$ cat src/rtl/timer_share_ctrl_if.sv
// rtl/timer_share_ctrl_if.sv - APB link between the timer share controller and the timer slave
interface timer_share_ctrl_if #(
    parameter int ADDR_WIDTH = 12
);
    logic [ADDR_WIDTH-1:0] m_paddr;
    logic [31:0]           m_pwdata;
    logic                  m_pwrite;
    logic                  m_psel;
    logic                  m_penable;
    logic [31:0]           m_prdata;
    logic                  m_pready;
    logic                  m_pslverr;

    modport master (
        output m_paddr, m_pwdata, m_pwrite, m_psel, m_penable,
        input  m_prdata, m_pready, m_pslverr
    );

    modport slave (
        input  m_paddr, m_pwdata, m_pwrite, m_psel, m_penable,
        output m_prdata, m_pready, m_pslverr
    );
endinterface

$ cat src/rtl/timer_share_ctrl.sv
// rtl/timer_share_ctrl.sv - shares one APB timer among NUM_REQ one-shot delay requesters
module timer_share_ctrl #(
    parameter int                        NUM_REQ        = 4,
    parameter int                        APB_ADDR_WIDTH = 12,
    parameter logic [APB_ADDR_WIDTH-1:0] TIMER_BASE     = '0
) (
    input  logic                    HCLK,
    input  logic                    HRESETn,
    input  logic [NUM_REQ-1:0]      req_i,
    input  logic [NUM_REQ*32-1:0]   ticks_i,
    input  logic [NUM_REQ*3-1:0]    presc_i,
    input  logic [NUM_REQ-1:0]      cancel_i,
    output logic [NUM_REQ-1:0]      gnt_o,
    output logic [NUM_REQ-1:0]      busy_o,
    output logic [NUM_REQ-1:0]      done_o,
    output logic [NUM_REQ-1:0]      abort_o,
    output logic [31:0]             elapsed_o,
    timer_share_ctrl_if.master      m_apb,
    input  logic [1:0]              timer_irq_i
);
    localparam int IDX_W = $clog2(NUM_REQ);
    localparam logic [APB_ADDR_WIDTH-1:0] OFF_TIMER = APB_ADDR_WIDTH'(0);
    localparam logic [APB_ADDR_WIDTH-1:0] OFF_CTRL  = APB_ADDR_WIDTH'(4);
    localparam logic [APB_ADDR_WIDTH-1:0] OFF_CMP   = APB_ADDR_WIDTH'(8);

    typedef enum logic [2:0] {
        S_IDLE, S_ZERO, S_WR_CTRL, S_WR_CMP, S_WAIT, S_RD_TIMER, S_WR_DIS
    } state_t;

    state_t                    state_q, state_d;
    logic                      psel_q, psel_d;
    logic                      penable_q, penable_d;
    logic                      pwrite_q, pwrite_d;
    logic [APB_ADDR_WIDTH-1:0] paddr_q, paddr_d;
    logic [31:0]               pwdata_q, pwdata_d;
    logic [IDX_W-1:0]          active_q, active_d;
    logic [IDX_W-1:0]          rr_q, rr_d;
    logic [31:0]               ticks_q, ticks_d;
    logic                      pend_abort_q, pend_abort_d;
    logic [31:0]               elapsed_q, elapsed_d;
    logic [NUM_REQ-1:0]        gnt_q, gnt_d;
    logic [NUM_REQ-1:0]        busy_q, busy_d;
    logic [NUM_REQ-1:0]        done_q, done_d;
    logic [NUM_REQ-1:0]        abort_q, abort_d;

    logic [31:0]               ticks_arr [NUM_REQ];
    logic [2:0]                presc_arr [NUM_REQ];
    logic                      found;
    logic [IDX_W-1:0]          pick;
    logic [IDX_W-1:0]          pick_next;
    logic                      xfer_done;
    logic                      start_xfer;
    logic [APB_ADDR_WIDTH-1:0] xfer_off;
    logic [31:0]               xfer_wdata;
    logic                      xfer_write;

    function automatic logic [NUM_REQ-1:0] onehot(input logic [IDX_W-1:0] k);
        logic [NUM_REQ-1:0] v;
        v    = '0;
        v[k] = 1'b1;
        return v;
    endfunction

    // Unpack the per-requester delay and prescaler slices.
    always_comb begin
        for (int i = 0; i < NUM_REQ; i++) begin
            ticks_arr[i] = ticks_i[32*i +: 32];
            presc_arr[i] = presc_i[3*i +: 3];
        end
    end

    // Round-robin pick: first active request at or after the pointer, wrapping.
    always_comb begin
        int idx;
        idx   = 0;
        found = 1'b0;
        pick  = '0;
        for (int i = 0; i < NUM_REQ; i++) begin
            idx = int'(rr_q) + i;
            if (idx >= NUM_REQ) idx = idx - NUM_REQ;
            if (!found && req_i[idx[IDX_W-1:0]]) begin
                found = 1'b1;
                pick  = idx[IDX_W-1:0];
            end
        end
        pick_next = (pick == IDX_W'(NUM_REQ - 1)) ? '0 : pick + 1'b1;
    end

    assign xfer_done = psel_q & penable_q & m_apb.m_pready;

    // Sequencer: next state, APB phase control and completion pulses.
    always_comb begin
        state_d      = state_q;
        psel_d       = psel_q;
        penable_d    = penable_q;
        pwrite_d     = pwrite_q;
        paddr_d      = paddr_q;
        pwdata_d     = pwdata_q;
        active_d     = active_q;
        rr_d         = rr_q;
        ticks_d      = ticks_q;
        pend_abort_d = pend_abort_q;
        elapsed_d    = elapsed_q;
        gnt_d        = '0;
        done_d       = '0;
        abort_d      = '0;
        busy_d       = busy_q & ~(done_q | abort_q);
        start_xfer   = 1'b0;
        xfer_off     = OFF_CTRL;
        xfer_wdata   = '0;
        xfer_write   = 1'b1;

        if (psel_q && !penable_q) penable_d = 1'b1;

        if (xfer_done && m_apb.m_pslverr && state_q != S_WR_DIS) begin
            // A failed transfer still has to leave the timer disabled.
            state_d      = S_WR_DIS;
            pend_abort_d = 1'b1;
            elapsed_d    = '0;
            start_xfer   = 1'b1;
        end else begin
            unique case (state_q)
                S_IDLE: begin
                    if (found) begin
                        active_d     = pick;
                        rr_d         = pick_next;
                        ticks_d      = ticks_arr[pick];
                        pend_abort_d = 1'b0;
                        gnt_d        = onehot(pick);
                        busy_d       = busy_d | onehot(pick);
                        if (ticks_arr[pick] == 32'd0) begin
                            state_d = S_ZERO;
                        end else begin
                            state_d    = S_WR_CTRL;
                            start_xfer = 1'b1;
                            xfer_wdata = {26'b0, presc_arr[pick], 3'b001};
                        end
                    end
                end
                S_ZERO: begin
                    // A zero compare value never matches, so finish without the timer.
                    done_d  = onehot(active_q);
                    state_d = S_IDLE;
                end
                S_WR_CTRL: begin
                    if (xfer_done) begin
                        state_d    = S_WR_CMP;
                        start_xfer = 1'b1;
                        xfer_off   = OFF_CMP;
                        xfer_wdata = ticks_q;
                    end
                end
                S_WR_CMP: begin
                    if (xfer_done) state_d = S_WAIT;
                end
                S_WAIT: begin
                    if (|timer_irq_i) begin
                        state_d    = S_WR_DIS;
                        start_xfer = 1'b1;
                    end else if (cancel_i[active_q]) begin
                        state_d    = S_RD_TIMER;
                        start_xfer = 1'b1;
                        xfer_off   = OFF_TIMER;
                        xfer_write = 1'b0;
                    end
                end
                S_RD_TIMER: begin
                    if (xfer_done) begin
                        elapsed_d    = m_apb.m_prdata;
                        pend_abort_d = 1'b1;
                        state_d      = S_WR_DIS;
                        start_xfer   = 1'b1;
                    end
                end
                S_WR_DIS: begin
                    if (xfer_done) begin
                        state_d = S_IDLE;
                        if (pend_abort_q || m_apb.m_pslverr) begin
                            abort_d = onehot(active_q);
                            if (m_apb.m_pslverr) elapsed_d = '0;
                        end else begin
                            done_d = onehot(active_q);
                        end
                    end
                end
                default: state_d = S_IDLE;
            endcase
        end

        if (xfer_done) begin
            psel_d    = 1'b0;
            penable_d = 1'b0;
        end
        if (start_xfer) begin
            psel_d    = 1'b1;
            penable_d = 1'b0;
            paddr_d   = TIMER_BASE + xfer_off;
            pwdata_d  = xfer_wdata;
            pwrite_d  = xfer_write;
        end
    end

    // State and output registers; reset drops the bus immediately.
    always_ff @(posedge HCLK or negedge HRESETn) begin
        if (!HRESETn) begin
            state_q      <= S_IDLE;
            psel_q       <= 1'b0;
            penable_q    <= 1'b0;
            pwrite_q     <= 1'b0;
            paddr_q      <= '0;
            pwdata_q     <= '0;
            active_q     <= '0;
            rr_q         <= '0;
            ticks_q      <= '0;
            pend_abort_q <= 1'b0;
            elapsed_q    <= '0;
            gnt_q        <= '0;
            busy_q       <= '0;
            done_q       <= '0;
            abort_q      <= '0;
        end else begin
            state_q      <= state_d;
            psel_q       <= psel_d;
            penable_q    <= penable_d;
            pwrite_q     <= pwrite_d;
            paddr_q      <= paddr_d;
            pwdata_q     <= pwdata_d;
            active_q     <= active_d;
            rr_q         <= rr_d;
            ticks_q      <= ticks_d;
            pend_abort_q <= pend_abort_d;
            elapsed_q    <= elapsed_d;
            gnt_q        <= gnt_d;
            busy_q       <= busy_d;
            done_q       <= done_d;
            abort_q      <= abort_d;
        end
    end

    assign gnt_o           = gnt_q;
    assign busy_o          = busy_q;
    assign done_o          = done_q;
    assign abort_o         = abort_q;
    assign elapsed_o       = elapsed_q;
    assign m_apb.m_psel    = psel_q;
    assign m_apb.m_penable = penable_q;
    assign m_apb.m_pwrite  = pwrite_q;
    assign m_apb.m_paddr   = paddr_q;
    assign m_apb.m_pwdata  = pwdata_q;
endmodule
$ cat src/flat_wrapper.sv
// flat-port wrapper written by rule: the top's interface ports become plain ports
module timer_share_ctrl_flat 
#(
    parameter int                        NUM_REQ        = 4,
    parameter int                        APB_ADDR_WIDTH = 12,
    parameter logic [APB_ADDR_WIDTH-1:0] TIMER_BASE     = '0
)
  (HCLK, HRESETn, req_i, ticks_i, presc_i, cancel_i, gnt_o, busy_o, done_o, abort_o, elapsed_o, timer_irq_i, m_apb_m_paddr, m_apb_m_pwdata, m_apb_m_pwrite, m_apb_m_psel, m_apb_m_penable, m_apb_m_prdata, m_apb_m_pready, m_apb_m_pslverr);
  timer_share_ctrl_if m_apb_i ();
  input  logic HCLK;
  input  logic HRESETn;
  input  logic [NUM_REQ-1:0] req_i;
  input  logic [NUM_REQ*32-1:0] ticks_i;
  input  logic [NUM_REQ*3-1:0] presc_i;
  input  logic [NUM_REQ-1:0] cancel_i;
  output logic [NUM_REQ-1:0] gnt_o;
  output logic [NUM_REQ-1:0] busy_o;
  output logic [NUM_REQ-1:0] done_o;
  output logic [NUM_REQ-1:0] abort_o;
  output logic [31:0] elapsed_o;
  input  logic [1:0] timer_irq_i;
  output wire logic [$bits(m_apb_i.m_paddr)-1:0] m_apb_m_paddr;
  output wire logic [$bits(m_apb_i.m_pwdata)-1:0] m_apb_m_pwdata;
  output wire logic [$bits(m_apb_i.m_pwrite)-1:0] m_apb_m_pwrite;
  output wire logic [$bits(m_apb_i.m_psel)-1:0] m_apb_m_psel;
  output wire logic [$bits(m_apb_i.m_penable)-1:0] m_apb_m_penable;
  input wire logic [$bits(m_apb_i.m_prdata)-1:0] m_apb_m_prdata;
  input wire logic [$bits(m_apb_i.m_pready)-1:0] m_apb_m_pready;
  input wire logic [$bits(m_apb_i.m_pslverr)-1:0] m_apb_m_pslverr;
  assign m_apb_m_paddr = m_apb_i.m_paddr;
  assign m_apb_m_pwdata = m_apb_i.m_pwdata;
  assign m_apb_m_pwrite = m_apb_i.m_pwrite;
  assign m_apb_m_psel = m_apb_i.m_psel;
  assign m_apb_m_penable = m_apb_i.m_penable;
  assign m_apb_i.m_prdata = m_apb_m_prdata;
  assign m_apb_i.m_pready = m_apb_m_pready;
  assign m_apb_i.m_pslverr = m_apb_m_pslverr;
  timer_share_ctrl #(.NUM_REQ(NUM_REQ), .APB_ADDR_WIDTH(APB_ADDR_WIDTH), .TIMER_BASE(TIMER_BASE)) u_core (.HCLK(HCLK), .HRESETn(HRESETn), .req_i(req_i), .ticks_i(ticks_i), .presc_i(presc_i), .cancel_i(cancel_i), .gnt_o(gnt_o), .busy_o(busy_o), .done_o(done_o), .abort_o(abort_o), .elapsed_o(elapsed_o), .m_apb(m_apb_i), .timer_irq_i(timer_irq_i));
endmodule
$ cat config.mk
export PLATFORM = sky130hd
export DESIGN_NAME = timer_share_ctrl_flat
export DESIGN_NICKNAME = d
export VERILOG_FILES = /design/src/rtl/timer_share_ctrl_if.sv /design/src/rtl/timer_share_ctrl.sv /design/src/flat_wrapper.sv
export SDC_FILE = /design/constraint.sdc
export NUM_CORES = 1
export LEC_CHECK = 0
export CAP_MARGIN = 20
export CORE_MARGIN = 2
export CORE_UTILIZATION = 42
export DETAILED_ROUTE_END_ITERATION = 8
export GPL_ROUTABILITY_DRIVEN = 0
export GPL_TIMING_DRIVEN = 0
export PLACE_DENSITY = 0.91
export SKIP_CTS_REPAIR_TIMING = 1
export SYNTH_ARGS = -nofsm -noshare
export SYNTH_HDL_FRONTEND = slang
export SYNTH_SLANG_ARGS = --single-unit
$ cat constraint.sdc
create_clock -name HCLK -period 4.8 [get_ports HCLK]
set_input_delay 0.96 -clock HCLK [delete_from_list [all_inputs] [get_ports HCLK]]
set_output_delay 0.96 -clock HCLK [all_outputs]
set_load 0.02 [all_outputs]
==> out/metrics.yaml <==
clock_network:
  sinks_on_the_clock_net: 125
  clock_latency_at_the_later_pin_of_the_worst_skew_pair_ns: 0.42
  cts-htree-levels: 4
  clockBufferDepth: 2
  ctsRootBufferMaster: "sky130_fd_sc_hd__clkbuf_16"
  clkTransAtPathRegs_ns: 0.06
  cts_made_buffers: 17
  tritoncts_clock_tree: "built"
sta:
  final-max-slew-violation-count: 0
  period_share_pct: 98.8
  period_needed_ns: 4.74
  hold_slack_ns: 0.462
  timing.clock.skew_ns: 0.00897
  worst_tran_pin_value_ns: 0.863
  fmax_mhz: 211
  setup_tns_ns: 0
  hold_viol_final: 0
  worst_slew_margin_rel_pct: 41.9
  fin_ws_ns: 0.0577
  finalSetupViolations: 0
critical_path:
  worst-endpoint-arrival_ns: 5.09
  cp.required_ns: 5.15
  criticalPathCategory: "in2reg"
  critical_path_buf_inv_count: 6
  cp_slowest_stage_delay_ns: 0.59
  critical_path.cell_chain: "clkdlybuf4s50_1 -> nor2b_1 -> o21bai_1 -> clkbuf_2 -> clkbuf_1 -> and3_1 -> a211oi_1 -> o22ai_1 -> or4_1 -> or4_1 -> buf_2 -> a211oi_4 -> buf_12 -> buf_6 -> a22o_1"
  cpMostUsedCell: "sky130_fd_sc_hd__or4_1"
  critPathMaxFanout: 10
  critical-path-top-delay-family: "buffers and inverters"
  cp_capture_type: "flop"
  cp-start-kind: "input port"
  cp_slowest_cell: "sky130_fd_sc_hd__or4_1"
drt:
  drt-total-wl_um: 23300
  postRouteAntennaNets: 0
  routed-via-count: 6525
  drc: 0
  route.detailed.vias_per_inst: 5.87
  post_drt_wl_per_cell_um: 21.0
  dr.pass1.iters: 7
  detailedRoute.firstIterationViolations: 579
synthesis:
  synthTopCellsByArea: "sky130_fd_sc_hd__dfrtp_1, sky130_fd_sc_hd__a22o_1, sky130_fd_sc_hd__a211oi_1, sky130_fd_sc_hd__and3_1, sky130_fd_sc_hd__o31ai_1"
  dominantRegCellSynth: "sky130_fd_sc_hd__dfrtp_1"
  postSynthCellCount: 612
  synth_edf_count: 0
  synth_async_sr_flop_share_pct: 100
  synthDistinctLibCells: 44
  yosysWarningCount: 0
  synth_sequential_area_ratio_pct: 50.1
  synth_top_area_share_pct: 50.1
  synthesis.area_um2: 6240
  post-synth-top-area-cell: "sky130_fd_sc_hd__dfrtp_1"
  postSynthAreaPerCell_um2: 10.2
  postSynthRegisterBits: 125
final_layout:
  flow.area_growth_from_synthesis_pct: 63.1
  drive_above_1_share_pct: 12.2
  antennaDiodeCount: 0
  fraction_of_the_core_area_covered_by_cells_at_the_end_of_the_flow_pct: 70.0
  non_filler_instance_count_after_layout: 1111
  layout_common_cells: "sky130_fd_sc_hd__clkdlybuf4s50_1, sky130_fd_sc_hd__dfrtp_1, sky130_fd_sc_hd__and3_1"
  mostFrequentLayoutCell: "sky130_fd_sc_hd__clkdlybuf4s50_1"
  fillCellCount: 1032
  final_nets: 1104
power:
  total_leakage_power_nw: 4.48
  power_density_nw_per_um2: 528
  irDropWorstVdd_mv: 0.263
floorplanning:
  die-area_um2: 15900
  die_h_um: 126
  count_of_pins_on_the_block_boundary: 281
  std_cell_rows: 44
  fp.coreArea_um2: 14500
  die_width_um: 126
  floorplan.initialDensity_pct: 42.9
global_routing:
  first_global_vias: 6434
  global_route_wire_length_before_repair_um: 34800
  grt_start_max_net_pins: 80
  antenna_found_initial: 0
  grt_util_all_layers_pct: 28.2
  grt_overflow: 0
min_path:
  worstHoldPathType: "in2async"
placement:
  hpwlAfterDp_um: 17400
  place_inst: 1076
  placement.setup.worst_slack_ns: -0.764
  placement.io_buffers: 270
status:
  run_status: "finished, final reports clean"
flow_run:
  drv_cap: 0
-- per-layer routing --
layer | track usage, % | routed length (um)
met1 | 36.2 | 9260
met2 | 47.6 | 11500
met3 | 5.40 | 1740
met4 | 10.7 | 802
met5 | 0 | 0
-- cells in the mapped netlist (2+ instances only) --
cell type	count
sky130_fd_sc_hd__a211oi_1	65
sky130_fd_sc_hd__a21o_1	6
sky130_fd_sc_hd__a21oi_1	7
sky130_fd_sc_hd__a221o_1	2
sky130_fd_sc_hd__a22o_1	64
sky130_fd_sc_hd__a31oi_1	5
sky130_fd_sc_hd__a32o_1	3
sky130_fd_sc_hd__and2_1	5
sky130_fd_sc_hd__and3_1	68
sky130_fd_sc_hd__buf_1	2
sky130_fd_sc_hd__buf_2	6
sky130_fd_sc_hd__buf_4	12
sky130_fd_sc_hd__buf_6	6
sky130_fd_sc_hd__clkbuf_1	37
sky130_fd_sc_hd__dfrtp_1	125
sky130_fd_sc_hd__ha_1	4
sky130_fd_sc_hd__inv_1	9
sky130_fd_sc_hd__nand2_1	65
sky130_fd_sc_hd__nand2b_1	4
sky130_fd_sc_hd__nand3_1	3
sky130_fd_sc_hd__nor2_1	22
sky130_fd_sc_hd__nor2b_1	3
sky130_fd_sc_hd__nor3_1	6
sky130_fd_sc_hd__nor4_1	2
sky130_fd_sc_hd__o21ai_0	8
sky130_fd_sc_hd__o21bai_1	2
sky130_fd_sc_hd__o22ai_1	16
sky130_fd_sc_hd__o31ai_1	34
sky130_fd_sc_hd__or4_1	6
-- final cells by class --
type	count	area, um^2	area share (%)
clock inverter	14	215	2.11
clock buffer	18	439	4.32
tap	184	230	2.26
sequential	125	3130	30.7
timing repair buffer	274	2780	27.3
buffer	63	339	3.33
multi-input combinational	422	3000	29.5
inverter	11	43.8	0.430
-- flip-flops by register name, indices dropped and copies added, names as in the netlist --
signal	flops
u_core.abort_o	4
u_core.active_q	2
u_core.busy_o	4
u_core.done_o	4
u_core.elapsed_o	32
u_core.gnt_o	4
u_core.m_apb.m_paddr	2
u_core.m_apb.m_penable	1
u_core.m_apb.m_psel	1
u_core.m_apb.m_pwdata	32
u_core.m_apb.m_pwrite	1
u_core.pend_abort_q	1
u_core.rr_q	2
u_core.state_q	3
u_core.ticks_q	32
-- power breakdown --
group	switching (mW)	leakage (nW)	internal, mW	total (mW)
registers	0.242	1.65	1.35	1.60
clock network	0.483	0.305	0.934	1.42
logic	1.35	2.52	1.01	2.36
total	2.07	4.48	3.30	5.38
-- cells by family (layout without fill, tap and decap cells) --
| family | Yosys count | count (layout) | share of synthesized area [%] |
|---|---|---|---|
| AOI/OAI and AO/OA | 219 | 219 | 27.0 |
| adders and majority gates | 4 | 4 | 0.802 |
| buffers and inverters | 74 | 380 | 6.05 |
| DFF | 125 | 125 | 50.1 |
| muxes | 2 | 2 | 0.521 |
| other | 1 | 10 | 0.0601 |
| and+or+nand+nor | 187 | 187 | 15.4 |
-- worst paths after layout --
kind | startpoint | cells after the start | slack, ns | to
worst min register to register | u_core.busy_o[0]$_DFF_PN0_ | 1 | 0.48 | u_core.busy_o[0]$_DFF_PN0_
min in group HCLK | u_core.busy_o[0]$_DFF_PN0_ | 1 | 0.48 | u_core.busy_o[0]$_DFF_PN0_
worst max register to register | u_core.rr_q[1]$_DFFE_PN0P_ | 14 | 0.69 | u_core.m_apb.m_pwdata[14]$_DFFE_PN0P_
worst max-delay path | req_i[0] | 15 | 0.06 | u_core.m_apb.m_pwdata[14]$_DFFE_PN0P_
max in group asynchronous | HRESETn | 2 | 3.63 | u_core.m_apb.m_pwdata[4]$_DFFE_PN0P_
worst min-delay path | HRESETn | 1 | 0.46 | u_core.elapsed_o[14]$_DFFE_PN0P_
-- worst register-to-register path: cells and delay by family, from the launching register on --
family	cells	cell delay (ns)
compound gates	5	1.26
buf+inv	5	1.00
simple gates	4	1.38
flops	1	0.42
-- stage by stage --
step | total power, mW | cell area (um^2)
finish | 5.38 | 10200
global route | 5.63 | 10200
CTS | 5.17 | 9890
detailed placement | 3.74 | 9240
global placement | 3.66 | 9210
floorplan | 2.80 | 6270
No activity file was read; power rests on OpenSTA's default activity.
